==> src/rtl/luma_threshold_ctrl_if.sv <==
// Pixel-stream, control and threshold/mean result signals shared between
// the frame threshold controller and its environment.
interface luma_threshold_ctrl_if;
   logic       i_vsync;
   logic       i_pix_valid;
   logic [3:0] i_r;
   logic [3:0] i_g;
   logic [3:0] i_b;
   logic       i_mode_adaptive;
   logic [3:0] i_thr_manual;
   logic       i_thr_load;
   logic [3:0] o_threshold;
   logic       o_thr_valid;
   logic [3:0] o_frame_mean;
   logic       o_mean_valid;
   logic       o_frame_skip;
   logic       o_busy;

   modport master (
      output i_vsync, i_pix_valid, i_r, i_g, i_b, i_mode_adaptive, i_thr_manual, i_thr_load,
      input  o_threshold, o_thr_valid, o_frame_mean, o_mean_valid, o_frame_skip, o_busy
   );

   modport slave (
      input  i_vsync, i_pix_valid, i_r, i_g, i_b, i_mode_adaptive, i_thr_manual, i_thr_load,
      output o_threshold, o_thr_valid, o_frame_mean, o_mean_valid, o_frame_skip, o_busy
   );
endinterface

==> src/rtl/luma_threshold_ctrl.sv <==
// Frame mean-luminance accumulator with a sequential restoring divider that
// publishes the binary filter threshold for the next frame.
module luma_threshold_ctrl #(
   parameter int unsigned CNT_W      = 20,
   parameter logic [3:0]  FIXED_THR  = 4'd8,
   parameter int unsigned MIN_PIXELS = 16
) (
   input logic                  clk,
   input logic                  rst_n,
   luma_threshold_ctrl_if.slave bus
);
   localparam int unsigned SUM_W = CNT_W + 4;
   localparam int unsigned IT_W  = $clog2(SUM_W);

   typedef enum logic [1:0] {IDLE, DIVIDE, UPDATE} state_t;

   state_t           state;
   logic [SUM_W-1:0] sum;
   logic [CNT_W-1:0] cnt;
   logic             vs_d;
   logic [SUM_W-1:0] quo;
   logic [CNT_W-1:0] rem;
   logic [CNT_W-1:0] divisor;
   logic [IT_W-1:0]  it_cnt;

   logic [5:0]       pix_sum_c;
   logic [3:0]       luma_c;
   logic             rise_c;
   logic             accept_c;
   logic [CNT_W:0]   rem_shift_c;
   logic             rem_geq_c;
   logic [CNT_W-1:0] rem_next_c;
   logic [3:0]       quo_sat_c;

   assign pix_sum_c = 6'(bus.i_r) + 6'(bus.i_g) + 6'(bus.i_b);
   assign luma_c    = 4'(pix_sum_c / 6'd3);
   assign rise_c    = bus.i_vsync & ~vs_d;
   assign accept_c  = (cnt >= CNT_W'(MIN_PIXELS));

   // One restoring-division step: shift in the next dividend bit, subtract if it fits.
   assign rem_shift_c = {rem, quo[SUM_W-1]};
   assign rem_geq_c   = (rem_shift_c >= {1'b0, divisor});
   assign rem_next_c  = rem_geq_c ? CNT_W'(rem_shift_c - {1'b0, divisor})
                                  : rem_shift_c[CNT_W-1:0];
   assign quo_sat_c   = (|quo[SUM_W-1:4]) ? 4'hF : quo[3:0];

   // Frame accumulators; a frame-end rise restarts them with the current pixel.
   always_ff @(posedge clk) begin
      if (!rst_n) begin
         sum  <= '0;
         cnt  <= '0;
         vs_d <= 1'b0;
      end else begin
         vs_d <= bus.i_vsync;
         if (rise_c) begin
            sum <= bus.i_pix_valid ? SUM_W'(luma_c) : '0;
            cnt <= bus.i_pix_valid ? CNT_W'(1) : '0;
         end else if (bus.i_pix_valid && !(&cnt)) begin
            sum <= sum + SUM_W'(luma_c);
            cnt <= cnt + CNT_W'(1);
         end
      end
   end

   // Control FSM, divider datapath and registered outputs.
   always_ff @(posedge clk) begin
      if (!rst_n) begin
         state            <= IDLE;
         quo              <= '0;
         rem              <= '0;
         divisor          <= '0;
         it_cnt           <= '0;
         bus.o_threshold  <= FIXED_THR;
         bus.o_thr_valid  <= 1'b0;
         bus.o_frame_mean <= 4'd0;
         bus.o_mean_valid <= 1'b0;
         bus.o_frame_skip <= 1'b0;
         bus.o_busy       <= 1'b0;
      end else begin
         bus.o_thr_valid  <= 1'b0;
         bus.o_mean_valid <= 1'b0;
         bus.o_frame_skip <= 1'b0;
         case (state)
            IDLE: begin
               if (rise_c) begin
                  if (accept_c) begin
                     quo        <= sum;
                     divisor    <= cnt;
                     rem        <= '0;
                     it_cnt     <= '0;
                     bus.o_busy <= 1'b1;
                     state      <= DIVIDE;
                  end else begin
                     bus.o_frame_skip <= 1'b1;
                  end
               end
            end
            DIVIDE: begin
               rem    <= rem_next_c;
               quo    <= {quo[SUM_W-2:0], rem_geq_c};
               it_cnt <= it_cnt + IT_W'(1);
               if (it_cnt == IT_W'(SUM_W - 1)) state <= UPDATE;
               if (rise_c) bus.o_frame_skip <= 1'b1;
            end
            UPDATE: begin
               bus.o_frame_mean <= quo_sat_c;
               bus.o_mean_valid <= 1'b1;
               if (bus.i_mode_adaptive) begin
                  bus.o_threshold <= quo_sat_c;
                  bus.o_thr_valid <= 1'b1;
               end
               bus.o_busy <= 1'b0;
               state      <= IDLE;
               if (rise_c) bus.o_frame_skip <= 1'b1;
            end
            default: state <= IDLE;
         endcase
         // Manual and adaptive writes are mutually exclusive by mode.
         if (!bus.i_mode_adaptive && bus.i_thr_load) begin
            bus.o_threshold <= bus.i_thr_manual;
            bus.o_thr_valid <= 1'b1;
         end
      end
   end
endmodule

==> src/flat_wrapper.sv <==
// flat-port wrapper written by rule: the top's interface ports become plain ports
module luma_threshold_ctrl_flat 
#(
   parameter int unsigned CNT_W      = 20,
   parameter logic [3:0]  FIXED_THR  = 4'd8,
   parameter int unsigned MIN_PIXELS = 16
)
  (clk, rst_n, bus_i_vsync, bus_i_pix_valid, bus_i_r, bus_i_g, bus_i_b, bus_i_mode_adaptive, bus_i_thr_manual, bus_i_thr_load, bus_o_threshold, bus_o_thr_valid, bus_o_frame_mean, bus_o_mean_valid, bus_o_frame_skip, bus_o_busy);
  luma_threshold_ctrl_if bus_i ();
  input logic clk;
  input logic rst_n;
  input wire logic [$bits(bus_i.i_vsync)-1:0] bus_i_vsync;
  input wire logic [$bits(bus_i.i_pix_valid)-1:0] bus_i_pix_valid;
  input wire logic [$bits(bus_i.i_r)-1:0] bus_i_r;
  input wire logic [$bits(bus_i.i_g)-1:0] bus_i_g;
  input wire logic [$bits(bus_i.i_b)-1:0] bus_i_b;
  input wire logic [$bits(bus_i.i_mode_adaptive)-1:0] bus_i_mode_adaptive;
  input wire logic [$bits(bus_i.i_thr_manual)-1:0] bus_i_thr_manual;
  input wire logic [$bits(bus_i.i_thr_load)-1:0] bus_i_thr_load;
  output wire logic [$bits(bus_i.o_threshold)-1:0] bus_o_threshold;
  output wire logic [$bits(bus_i.o_thr_valid)-1:0] bus_o_thr_valid;
  output wire logic [$bits(bus_i.o_frame_mean)-1:0] bus_o_frame_mean;
  output wire logic [$bits(bus_i.o_mean_valid)-1:0] bus_o_mean_valid;
  output wire logic [$bits(bus_i.o_frame_skip)-1:0] bus_o_frame_skip;
  output wire logic [$bits(bus_i.o_busy)-1:0] bus_o_busy;
  assign bus_i.i_vsync = bus_i_vsync;
  assign bus_i.i_pix_valid = bus_i_pix_valid;
  assign bus_i.i_r = bus_i_r;
  assign bus_i.i_g = bus_i_g;
  assign bus_i.i_b = bus_i_b;
  assign bus_i.i_mode_adaptive = bus_i_mode_adaptive;
  assign bus_i.i_thr_manual = bus_i_thr_manual;
  assign bus_i.i_thr_load = bus_i_thr_load;
  assign bus_o_threshold = bus_i.o_threshold;
  assign bus_o_thr_valid = bus_i.o_thr_valid;
  assign bus_o_frame_mean = bus_i.o_frame_mean;
  assign bus_o_mean_valid = bus_i.o_mean_valid;
  assign bus_o_frame_skip = bus_i.o_frame_skip;
  assign bus_o_busy = bus_i.o_busy;
  luma_threshold_ctrl #(.CNT_W(CNT_W), .FIXED_THR(FIXED_THR), .MIN_PIXELS(MIN_PIXELS)) u_core (.clk(clk), .rst_n(rst_n), .bus(bus_i));
endmodule
==> config.mk <==
export PLATFORM = sky130hd
export DESIGN_NAME = luma_threshold_ctrl_flat
export DESIGN_NICKNAME = d
export VERILOG_FILES = /design/src/rtl/luma_threshold_ctrl_if.sv /design/src/rtl/luma_threshold_ctrl.sv /design/src/flat_wrapper.sv
export SDC_FILE = /design/constraint.sdc
export NUM_CORES = 1
export LEC_CHECK = 0
export ABC_AREA = 1
export CELL_PAD_IN_SITES_DETAIL_PLACEMENT = 0
export CELL_PAD_IN_SITES_GLOBAL_PLACEMENT = 2
export CORE_MARGIN = 10
export CORE_UTILIZATION = 38
export CTS_CLUSTER_DIAMETER = 30
export DETAILED_ROUTE_END_ITERATION = 12
export PLACE_DENSITY = 0.95
export SLEW_MARGIN = 30
export SYNTH_ARGS = -nofsm -noshare
export SYNTH_HDL_FRONTEND = slang
export SYNTH_SLANG_ARGS = --single-unit
==> constraint.sdc <==
create_clock -name clk -period 10.82 [get_ports clk]
set_clock_uncertainty 0.15 [all_clocks]
set_input_delay 1.623 -clock clk [delete_from_list [all_inputs] [get_ports clk]]
set_output_delay 1.623 -clock clk [all_outputs]
set_load 0.01 [all_outputs]
# [Word-level counts from Yosys, hierarchy flattened]
# Index checks and enable logic that the tools add are counted.
[word_totals] word_cells=84 out_inout_bits=12 regBits=128
[op_classes] addsub=6 bitwise_logic=2 n_mux=35 div_mod_pow=1 n_eq_ne=6 n_reduce_logical=18 order_cmp=2
[ops] operator="two-way mux 20 bit" n=5
[ops] operator="two-way mux 24 bit" n=4
[ops] operator="one-hot mux 24 bit (2 select lines)" n=1
[ops] operator="one-hot mux 20 bit (2 select lines)" n=1
[ops] operator="adder 24 x 4 -> 24 bit" n=1
[ops] operator="greater-or-equal comparator 21 x 20 -> 1 bit" n=1
[ops] operator="adder 20 x 1 -> 20 bit (second input constant)" n=1
[ops] operator="greater-or-equal comparator 20 x 5 -> 1 bit (second input constant)" n=1
[ops] operator="two-way mux 4 bit" n=5
[ops] operator="AND reduction 20 bit" n=1
[ops] operator="OR reduction 20 bit" n=1
[ops] operator="subtractor 20 bit" n=1
[ops] operator="AND reduction 3 bit" n=4
[ops] operator="two-way mux 1 bit" n=10
[ops] operator="two-way mux 5 bit" n=2
[ops] operator="one-hot mux 5 bit (2 select lines)" n=1
[ops] operator="nonzero test 2 bit" n=5
[ops] operator="adder 6 x 4 -> 6 bit" n=1
[ops] operator="divider 6 x 2 -> 6 bit (second input constant)" n=1
[ops] operator="two-way mux 2 bit" n=3
[ops] operator="inequality test 2 x 1 -> 1 bit (second input constant)" n=3
[ops] operator="adder 4 x 4 -> 5 bit" n=1
[ops] operator="adder 5 x 1 -> 5 bit (second input constant)" n=1
[ops] operator="equality test 5 bit (second input constant)" n=1
[ops] operator="11 further kinds" n=14

# [Logic depth before layout (Yosys ltp)]
# Gate-level depths: netlist (run 1).
[depth] depth_word=6 mapped_depth=38 depth_no_buf=38

# [Worst setup path after synthesis (run 1)]
# Ideal clock, no wire load.
[synth_timing] path_type="in2reg" startpoint="input bus_i_g[0]" endpoint="register u_core.sum[10]" path_stages=33 n_path_buf=0 arrival_time_ns=5.595 slack_ns=4.960 path_cell_list="ha_1 -> inv_1 -> fa_1 -> inv_1 -> fa_1 -> nand3_1 -> nand3_2 -> inv_2 -> nand2_1 -> nand2_1 -> nand3_1 -> nand2_1 -> nand2_2 -> nand2_2 -> nand2_1 -> nand2_1 -> inv_1 -> ha_1 -> inv_1 -> nand3_1 -> inv_1 -> o21ai_2 -> nand2_1 -> nand3_2 -> ha_1 -> fa_1 -> a31oi_1 -> nor2_1 -> nand3_1 -> inv_1 -> nand4_1 -> a21oi_1 -> and2_1"
[synth_via] elab_chain_cells=6
[synth_rtl] element="start: declaration" line_no="flat_wrapper.sv:15" text="input wire logic [$bits(bus_i.i_g)-1:0] bus_i_g;"
[synth_rtl] element="adder 4 x 4 -> 5 bit" line_no="luma_threshold_ctrl.sv:35" text="assign pix_sum_c = 6'(bus.i_r) + 6'(bus.i_g) + 6'(bus.i_b);"
[synth_rtl] element="adder 6 x 4 -> 6 bit" line_no="luma_threshold_ctrl.sv:35"
[synth_rtl] element="divider 6 x 2 -> 6 bit" line_no="luma_threshold_ctrl.sv:36" text="assign luma_c = 4'(pix_sum_c / 6'd3);"
[synth_rtl] element="adder 24 x 4 -> 24 bit" line_no="luma_threshold_ctrl.sv:59" text="sum <= sum + SUM_W'(luma_c);"
[synth_rtl] element="two-way mux 24 bit" line_no="luma_threshold_ctrl.sv:58" text="end else if (bus.i_pix_valid && !(&cnt)) begin"
[synth_rtl] element="two-way mux 24 bit" line_no="luma_threshold_ctrl.sv:55" text="if (rise_c) begin"
[synth_rtl] element="end signal: assignment" line_no="luma_threshold_ctrl.sv:56" text="sum <= bus.i_pix_valid ? SUM_W'(luma_c) : '0;"
[synth_rtl] element="end signal: assignment" line_no="luma_threshold_ctrl.sv:59"
[synth_rtl] element="end: declaration" line_no="luma_threshold_ctrl.sv:18" text="logic [SUM_W-1:0] sum;"
# No other way between the ends. The select of a mux whose other input is x is not followed.
# A chain may end at the register's enable or synchronous reset.

# [Worst setup path in the final report (run 1)]
# Ends and elaborated chain as after synthesis.

==> qor.yml, run 1 <==
timing:
  finalCritPeriodShare_pct: 58.5
  drv_slew: 0
  max_freq_mhz: 158
  fin_crit_ps: 6330
  final.setup.tns_ps: 0
  hold_violations: 0
  relSlewSlack_pct: 40.3
  worst_pin_slew_ps: 893
  final-setup-viol-count: 0
  rsz0062_at_grt: "false"
drt:
  wire_per_inst_um: 15.2
  ant_nets: 0
  vias_per_cell: 5.21
  vias: 7189
  post-route-drc-count: 0
  postRouteWirelength_um: 20900
  drt_iter0_drc: 400
  dr.pass1.iters: 4
placed_design:
  place_congestion: 0.831
  hpwl_um: 15400
  place_area_um2: 8190
  place.port_buffers: 33
logic_synthesis:
  async_reset_ff_share_pct: 0
  ys_types: 50
  avgSynthCellArea_um2: 7.08
  syn_inst: 1083
  synth-seq-cells: 128
  synth_edf_count: 0
  yosysSeqAreaShare_pct: 33.4
  synth_mux_area_share_pct: 0
  yosysWarningCount: 0
  synth_ff_type: "dfxtp_1"
  synth-compound-area-share_pct: 21.3
  synth_area_um2: 7660
  synth_simple_gate_area_share_pct: 26.4
  synth_fa_ha_area_share_pct: 7.74
  synthesis.nets: 1150
  synth_xor_area_share_pct: 2.74
  synth_top_family_by_area: "simple AND/OR/NAND/NOR gates"
job:
  cap_violations: 0
pwr:
  ir_drop_mv: 0.0871
  swShare_pct: 26.1
  p_switching_uw: 340
  clockPowerShare_pct: 49.5
  p_seq_share_pct: 37.2
  pwr-share-comb_pct: 13.3
  p_int_uw: 963
  powerDensity_nw_per_um2: 147
  p_leak_nw: 3.57
setup_path:
  critPathArrivalTime_ps: 6500
  cp-end-kind: "flop"
  critPathSlowestCell: "fa_1"
  cp_max_fo: 5
  start_kind: "primary input"
  cpPeakStageDelay_ps: 470
  worstSetupPathType: "primary input to flop"
  worstPathRequired_ps: 10990
die:
  die_w_um: 162
  start_util_pct: 39.0
  die_h_um: 162
  fp-row-count: 51
  core_area_um2: 19700
  ios: 34
  die_area_um2: 26200
cells_and_area:
  fillers: 2132
  final_common_cell: "nand2_1"
  fin_nets: 1168
  area_delta_synth_final_pct: 15.5
  final_cell_mix: "224 x nand2_1, 128 x dfxtp_1, 122 x a21oi_1"
  antenna_cells: 0
  design_area_um2: 8850
  drive_above_1_share_pct: 7.36
global_routing:
  overflow: 0
  grt_max_degree: 61
  grt_pass1_vias: 6696
  antenna_found_initial: 0
  grt_first_pass_wirelength_um: 34300
  grt_use_total_pct: 16.0
clock_tree:
  cts_tree: "yes"
  insertion_delay_ps: 430
  root_buffer: "clkbuf_16"
  cts_buffers: 17
  cts_num_sinks: 128
  htree_num_levels: 4
  clock_path_buffers: 2
  path_clk_slew_ps: 60
  cts_hold_buf: 0
  cts_setup_buffers: 0
  post_cts_resized: 0
status:
  status: "complete, no violations"
min_path:
  holdCritPathClass: "flop to flop"
[flip-flops by register name, indices dropped and copies added, names as in the netlist]
register,count
u_core.state,2
u_core.bus.o_busy,1
u_core.bus.o_thr_valid,1
u_core.it_cnt,5
u_core.cnt,20
u_core.bus.o_mean_valid,1
u_core.sum,24
u_core.bus.o_frame_mean,4
u_core.rem,20
u_core.quo,24
u_core.bus.o_threshold,4
u_core.bus.o_frame_skip,1
u_core.divisor,20
u_core.vs_d,1
[power groups by stage]
stage | Clock (mW) | Sequential (mW) | Combinational (mW)
global route | 0.676 | 0.485 | 0.204
detailed placement | 0 | 0.495 | 0.175
CTS | 0.656 | 0.485 | 0.176
global placement | 0 | 0.495 | 0.173
floorplan | 0 | 0.492 | 0.130
finish | 0.645 | 0.485 | 0.174
[per-stage QoR]
step	setup WS, ps	hold slack, ps	cells	power, mW	utilization, %
detailed placement	4040	308	1347	0.670	41.7
global route	3930	347	1379	1.37	45.0
finish	4490	321	1379	1.30	45.0
floorplan	4960	274	1083	0.622	-
CTS	4490	325	1379	1.32	45.0
global placement	4140	309	1347	0.668	41.7
[cells by family after synthesis]
| logic type | after synthesis |
|---|---|
| and+or+nand+nor | 435 |
| AOI/OAI and AO/OA | 289 |
| buffers and inverters | 162 |
| DFF | 128 |
| adders and majority gates | 45 |
| xor gates and xnor gates | 24 |
[path summary, 6_finish.rpt]
| path | depth (start not counted) | startpoint | slack, ps | end |
|---|---|---|---|---|
| setup / recovery | 34 | bus_i_g[0] | 4490 | u_core.sum[10]$_SDFFE_PN0P_ |
| hold / removal | 2 | u_core.bus.o_threshold[3]$_SDFFE_PN1P_ | 320 | u_core.bus.o_threshold[3]$_SDFFE_PN1P_ |
| setup reg to reg | 10 | u_core.cnt[4]$_SDFFE_PN0P_ | 7310 | u_core.quo[15]$_SDFFE_PN0P_ |
| hold reg to reg | 2 | u_core.bus.o_threshold[3]$_SDFFE_PN1P_ | 320 | u_core.bus.o_threshold[3]$_SDFFE_PN1P_ |
[layout make-up]
| type | count | area [µm²] | area share, % |
|---|---|---|---|
| Inverter | 123 | 464 | 5.24 |
| Clock buffer | 19 | 453 | 5.12 |
| Clock inverter | 13 | 206 | 2.33 |
| Tap cell | 265 | 332 | 3.75 |
| Sequential cell | 128 | 2560 | 28.9 |
| Timing Repair Buffer | 38 | 363 | 4.10 |
| Multi-Input combinational cell | 793 | 4470 | 50.5 |
[synth_stat cells (all sizes together) (10+ instances only)]
| cell type | instances | share of area [%] |
|---|---|---|
| nand2 | 231 | 12 |
| dfxtp | 128 | 33 |
| a21oi | 124 | 8.4 |
| inv | 122 | 6.0 |
| o21ai | 99 | 6.6 |
| nor2 | 74 | 4.2 |
| nand3 | 55 | 4.2 |
| ha | 41 | 6.7 |
| a31oi | 27 | 2.2 |
| nand4 | 27 | 2.2 |
| clkbuf | 25 | 1.2 |
| nor3 | 24 | 1.7 |
| o211ai | 19 | 1.9 |
| nor4 | 16 | 1.7 |
| buf | 14 | 1.0 |
| xor2 | 14 | 1.6 |
| xnor2 | 10 | 1.1 |
[metal layers]
layer | up-vias | GRT usage [%] | share of wire (%)
met4 | 0 | 5.67 | 2.0
met1 | 3310 | 19.6 | 47
met3 | 31 | 3.01 | 3.4
met2 | 123 | 27.3 | 48
met5 | - | 0 | 0
li1 | 3725 | - | -
[worst max-delay path, delay by kind of cell]
family | cells | cell delay, ps
AO/OA/AOI/OAI | 3 | 450
adder cells (fa/ha/maj) | 6 | 1900
buffers and inverters | 8 | 970
AND/OR/NAND/NOR | 17 | 1580
(Power assumes the default switching activity.)
==> run 2: changes to the inputs <==
--- a/config.mk
+++ b/config.mk
@@ -9,10 +9,10 @@
 export CELL_PAD_IN_SITES_DETAIL_PLACEMENT = 0
 export CELL_PAD_IN_SITES_GLOBAL_PLACEMENT = 2
 export CORE_MARGIN = 10
-export CORE_UTILIZATION = 38
+export CORE_UTILIZATION = 35
 export CTS_CLUSTER_DIAMETER = 30
 export DETAILED_ROUTE_END_ITERATION = 12
-export PLACE_DENSITY = 0.95
+export PLACE_DENSITY = 0.92
 export SLEW_MARGIN = 30
 export SYNTH_ARGS = -nofsm -noshare
 export SYNTH_HDL_FRONTEND = slang
==> constraint.sdc (replaced) <==
create_clock -name clk -period 6.4 [get_ports clk]
set_clock_uncertainty 0.15 [all_clocks]
set_input_delay 0.96 -clock clk [delete_from_list [all_inputs] [get_ports clk]]
set_output_delay 0.96 -clock clk [all_outputs]
set_load 0.01 [all_outputs]
==> qor.yml, run 2 (synthesized netlist as in run 1, its figures left out) <==
cells_and_area:
  final_cell_mix: "224 x nand2_1, 128 x dfxtp_1, 122 x a21oi_1"
  antenna_cells: 0  # unchanged
  design_area_um2: 8820  # -0.33%
  drive_above_1_share_pct: 7.27  # -0.090 points
  area_delta_synth_final_pct: 15.2
  final_common_cell: "nand2_1"
  final_cells: 1394  # +1.1%
  reg_top3: "u_core.quo (24), u_core.sum (24)"
  fin_nets: 1169  # +0.086%
placed_design:
  place.port_buffers: 33  # unchanged
  post-place-cells: 1363  # +1.2%
  hpwl_um: 14500  # -5.8%
  place_congestion: 0.850  # +2.3%
  place_ws_ps: 308  # -3730 ps
  place_area_um2: 8210  # +0.29%
timing:
  worst_pin_slew_ps: 825  # -68.1 ps
  hold_violations: 0  # unchanged
  fin_ws_ps: 760  # -3720 ps
  fin_crit_ps: 5640
  drv_slew: 0  # unchanged
  max_freq_mhz: 177
  final-setup-viol-count: 0  # unchanged
  relSlewSlack_pct: 45.0  # +4.6 points
  final.setup.tns_ps: 0  # unchanged
  rsz0062_at_grt: "false"
  finalCritPeriodShare_pct: 88.1
drt:
  vias: 7050  # -1.9%
  postRouteWirelength_um: 19800  # -5.7%
  drt_iter0_drc: 352  # -12%
  post-route-drc-count: 0  # unchanged
  dr.pass1.iters: 5  # +1
  wire_per_inst_um: 14.2  # -6.7%
  vias_per_cell: 5.06  # -3.0%
  ant_nets: 0  # unchanged
global_routing:
  grt_first_pass_wirelength_um: 33700  # -1.7%
  grt_max_degree: 61  # unchanged
  overflow: 0  # unchanged
  antenna_found_initial: 0  # unchanged
  grt_use_total_pct: 14.2  # -1.8 points
  grt_pass1_vias: 6798  # +1.5%
setup_path:
  cpPeakStageDelay_ps: 470  # about the same
  cp_top_family: "adder cells"
  worstSetupPathType: "primary input to flop"
  r2r_start: "u_core.cnt[6]$_SDFFE_PN0P_"
  cp-end-kind: "flop"
  path_buf_inv: 8  # unchanged
  worstPathRequired_ps: 6560  # -4430 ps
  reg2reg_slack_ps: 3090  # -4220 ps
  start_kind: "primary input"
  critPathSlowestCell: "fa_1"
  cp_max_fo: 5  # unchanged
  critPathArrivalTime_ps: 5800  # -700 ps
  crit_path_start: "bus_i_g[0]"
clock_tree:
  cts_tree: "yes"
  cts_num_sinks: 128  # unchanged
  cts_buffers: 17  # unchanged
  path_clk_slew_ps: 60  # about the same
  clock_path_buffers: 2  # unchanged
  cts_setup_buffers: 0  # unchanged
  htree_num_levels: 4  # unchanged
  root_buffer: "clkbuf_16"
  post_cts_resized: 0  # unchanged
  insertion_delay_ps: 420  # about the same
  cts_hold_buf: 0  # unchanged
pwr:
  p_seq_share_pct: 38.7  # +1.5 points
  p_int_mw: 1.55  # +60%
  powerDensity_nw_per_um2: 240  # +63%
  pwr-share-comb_pct: 13.5  # +0.2 points
  swShare_pct: 27.0  # +0.90 points
  clockPowerShare_pct: 47.8  # -1.7 points
  totalPowerFinal_mw: 2.12  # +62%
  ir_drop_mv: 0.168  # +93%
  p_switching_uw: 572  # +68%
  p_leak_nw: 3.53  # -0.92%
min_path:
  holdCritPathClass: "flop to flop"
  hp-start: "u_core.vs_d$_SDFF_PN0_"
die:
  fp-row-count: 54  # +5.9%
  ios: 34  # unchanged
  core_area_um2: 21700  # +10%
  die_area_um2: 28200  # +7.5%
  die_h_um: 168  # +3.7%
  die_w_um: 168  # +3.7%
  start_util_pct: 35.3  # -3.7 points
status:
  status: "complete, no violations"
job:
  cap_violations: 0  # unchanged
==> run 2: changes by cell type in the layout (fill, tap and decap cells not counted) <==
cell / previous run / this run
nor2_4: 4 / 3
bufinv_16: 5 / 3
buf_4: 5 / 6
clkinvlp_4: 2 / 5
clkinv_4: 0 / 1
clkinv_2: 3 / 1
inv_6: 3 / 2
nor2_1: 67 / 68
==> run 2: cell type report <==
type | instances | area (µm²)
flip-flops and latches | 128 | 2560
multi-input cells | 793 | 4460
well taps | 280 | 350
clock buffers | 19 | 453
clock inverters | 12 | 159
fillers | 2321 | 12900
inverters | 123 | 464
repair buffers | 39 | 370
==> run 2: through the flow <==
stage / hold slack, ps / utilization, %
final: 304 / 40.7
after global routing: 340 / 40.7
after CTS: 310 / 40.7
after detailed placement: 303 / 37.9
after global placement: 294 / 37.9
after floorplan: 274 / -
==> run 2: path summary, 6_finish.rpt <==
path                                         to  cells after the start
max reg2reg          u_core.quo[9]$_SDFFE_PN0P_                     11
min reg2reg  u_core.bus.o_frame_skip$_SDFF_PN0_                      1
max                 u_core.sum[10]$_SDFFE_PN0P_                     34
min          u_core.bus.o_frame_skip$_SDFF_PN0_                      1
==> run 2: power by group through the flow <==
stage          Clock (mW)  Combinational (mW)  Sequential [mW]
3_5_place_dp            0               0.288            0.839
4_1_cts              1.03               0.289            0.821
6_report             1.01               0.286            0.821
5_1_grt              1.07               0.334            0.822
3_3_place_gp            0               0.287            0.839
2_1_floorplan           0               0.219            0.832
==> run 2: metal layers <==
layer,global-route usage [%],wire length (µm)
met5,0,0
met4,4.54,338
met3,2.65,435
met2,23.6,9300
met1,18.0,9690
==> run 3: changes to the inputs <==
--- a/config.mk
+++ b/config.mk
@@ -9,10 +9,11 @@
 export CELL_PAD_IN_SITES_DETAIL_PLACEMENT = 0
 export CELL_PAD_IN_SITES_GLOBAL_PLACEMENT = 2
 export CORE_MARGIN = 10
-export CORE_UTILIZATION = 35
+export CORE_UTILIZATION = 32
 export CTS_CLUSTER_DIAMETER = 30
 export DETAILED_ROUTE_END_ITERATION = 12
-export PLACE_DENSITY = 0.92
+export HOLD_SLACK_MARGIN = 0.08
+export PLACE_DENSITY = 0.89
 export SLEW_MARGIN = 30
 export SYNTH_ARGS = -nofsm -noshare
 export SYNTH_HDL_FRONTEND = slang
==> constraint.sdc (replaced) <==
create_clock -name clk -period 5 [get_ports clk]
set_clock_uncertainty 0.15 [all_clocks]
set_input_delay 0.75 -clock clk [delete_from_list [all_inputs] [get_ports clk]]
set_output_delay 0.75 -clock clk [all_outputs]
set_load 0.01 [all_outputs]
==> qor.yml, run 3 (synthesized netlist as in run 1, its figures left out) <==
status:
  status: "complete, no violations"
timing:
  finalCritPeriodShare_pct: 94.3
  max_freq_mhz: 212
  fin_crit_ps: 4720
  final-setup-viol-count: 0  # unchanged
  worst_pin_slew_ps: 916  # +90.9 ps
  drv_slew: 0  # unchanged
  hold_slack_ps: 302  # -1.98 ps
  final.setup.tns_ps: 0  # unchanged
  relSlewSlack_pct: 38.7  # -6.2 points
  hold_violations: 0  # unchanged
drt:
  drt_iter0_drc: 380  # +8.0%
  ant_nets: 0  # unchanged
  dr.pass1.iters: 5  # unchanged
  vias: 7247  # +2.8%
  postRouteWirelength_um: 20700  # +5.0%
  wire_per_inst_um: 14.1  # -0.86%
  vias_per_cell: 4.91  # -2.9%
  post-route-drc-count: 0  # unchanged
setup_path:
  path_buf_inv: 8  # unchanged
  worstSetupPathType: "primary input to flop"
  critPathArrivalTime_ps: 4930  # -870 ps
  critPathSlowestCell: "fa_2"
  r2r_cells: 13  # +2
  worst-path-stages: 37  # +8.8%
  worstPathRequired_ps: 5210  # -1350 ps
  cp_max_fo: 4  # -1
  cpMostUsedCell: "nand2_2"
  cp-end-kind: "flop"
  start_kind: "primary input"
  cp_top_family: "simple AND/OR/NAND/NOR gates"
  cpPeakStageDelay_ps: 520  # +50 ps
global_routing:
  overflow: 0  # unchanged
  grt_use_total_pct: 13.6  # -0.53 points
  grt_pass1_vias: 7153  # +5.2%
  grt_first_pass_wirelength_um: 35200  # +4.4%
  grt_max_degree: 60  # -1.6%
  antenna_found_initial: 0  # unchanged
die:
  die_h_um: 175  # +4.0%
  die_w_um: 175  # +4.0%
  fp-row-count: 56  # +3.7%
  start_util_pct: 32.5  # -2.8 points
  ios: 34  # unchanged
  die_area_um2: 30500  # +8.2%
  core_area_um2: 23500  # +8.5%
pwr:
  ir_drop_mv: 0.187  # +11%
  powerDensity_nw_per_um2: 324  # +35%
  swShare_pct: 27.6  # +0.64 points
  p_leak_nw: 3.80  # +7.5%
  pwr-share-comb_pct: 21.7  # +8.2 points
  p_int_mw: 2.22  # +44%
  clockPowerShare_pct: 44.0  # -3.8 points
  p_seq_share_pct: 34.3  # -4.4 points
  p_switching_uw: 849  # +48%
clock_tree:
  cts_tree: "yes"
  htree_num_levels: 4  # unchanged
  cts_buffers: 17  # unchanged
  path_clk_slew_ps: 60  # about the same
  root_buffer: "clkbuf_16"
  clock_path_buffers: 2  # unchanged
  cts_num_sinks: 128  # unchanged
  insertion_delay_ps: 420  # about the same
cells_and_area:
  final_common_cell: "nand2_1"
  final_cell_mix: "212 x nand2_1, 128 x dfxtp_1, 120 x a21oi_1"
  reg_top3: "u_core.quo (24), u_core.sum (24)"
  design_area_um2: 9480  # +7.5%
  antenna_cells: 0  # unchanged
  drive_above_1_share_pct: 14.3  # +7.1 points
  area_delta_synth_final_pct: 23.7
  fin_nets: 1211  # +3.6%
  final_cells: 1476  # +5.9%
  final_core_util_pct: 40.3  # -0.41 points
placed_design:
  place_area_um2: 8490  # +3.4%
  hpwl_um: 15000  # +3.8%
  post-place-cells: 1433  # +5.1%
  place_congestion: 0.819  # -3.7%
  place.port_buffers: 33  # unchanged
min_path:
  holdCritPathClass: "flop to flop"
  min_path_cells: 1  # unchanged
job:
  cap_violations: 0  # unchanged
## run 3: changes by cell type in the layout (fill, tap and decap cells not counted), sizes merged
cell           previous run  this run
buf                       7        49
bufinv                    3         4
clkbuf                   19        20
clkdlybuf4s15             0         3
clkdlybuf4s50            32        26
clkinvlp                  5         4
dlygate4sd2               0         1
dlymetal6s2s              0         2
## run 3: path summary, 6_finish.rpt
kind	to	slack (ps)	from
setup / recovery	u_core.sum[17]$_SDFFE_PN0P_	280	bus_i_r[0]
hold reg to reg	u_core.bus.o_frame_skip$_SDFF_PN0_	300	u_core.vs_d$_SDFF_PN0_
hold / removal	u_core.bus.o_frame_skip$_SDFF_PN0_	300	u_core.vs_d$_SDFF_PN0_
setup reg to reg	u_core.rem[16]$_SDFFE_PN0P_	2270	u_core.quo[23]$_SDFFE_PN0P_
## run 3: layer usage
layer	track usage (%)	up-vias	wire (µm)
li1	-	3820	-
met1	17.6	3339	10000
met2	22.9	66	9990
met3	2.18	22	423
met4	4.24	0	318
met5	0	-	0
## run 3: timing repair
| action | 4_1_cts | 5_1_grt |
|---|---|---|
| buffers inserted | 12 | 2 |
| resized for setup | 35 | 30 |
| pin swaps | 27 | 32 |
| hold buffers | 0 | 0 |
| endpoints found under the setup margin | 17 | 20 |
## run 3: cell type report
type                    instances  area (µm²)
clock inverters                12         181
fillers                      2542       14100
multi-input cells             793        4710
inverters                     123         467
flip-flops and latches        128        2560
clock buffers                  20         457
well taps                     319         399
repair buffers                 81         704
## run 3: power groups by stage
stage | sequential [mW] | clock, mW | combinational, mW
floorplan | 1.06 | 0 | 0.281
global placement | 1.07 | 0 | 0.461
detailed placement | 1.07 | 0 | 0.466
CTS | 1.05 | 1.38 | 0.587
global route | 1.05 | 1.42 | 0.739
finish | 1.05 | 1.35 | 0.667
## run 3: through the flow
stage / power, mW / setup WS [ps]
6_report: 3.07 / 283
5_1_grt: 3.21 / -30.1
4_1_cts: 3.02 / 30.8
3_5_place_dp: 1.54 / -698
3_3_place_gp: 1.54 / -568
2_1_floorplan: 1.35 / 13.3
## run 3: worst reg2reg max path, stage by stage, from the launching register on
cell and delay, ps:
dfxtp_1 440, inv_1 70, ha_1 230, fa_1 450
o21ai_1 240, a21oi_1 140, o21ai_2 180, nand2_1 70
o211ai_1 140, nand2_1 90, nand2_1 90, xor2_1 160
o21ai_0 90, a21oi_1 120
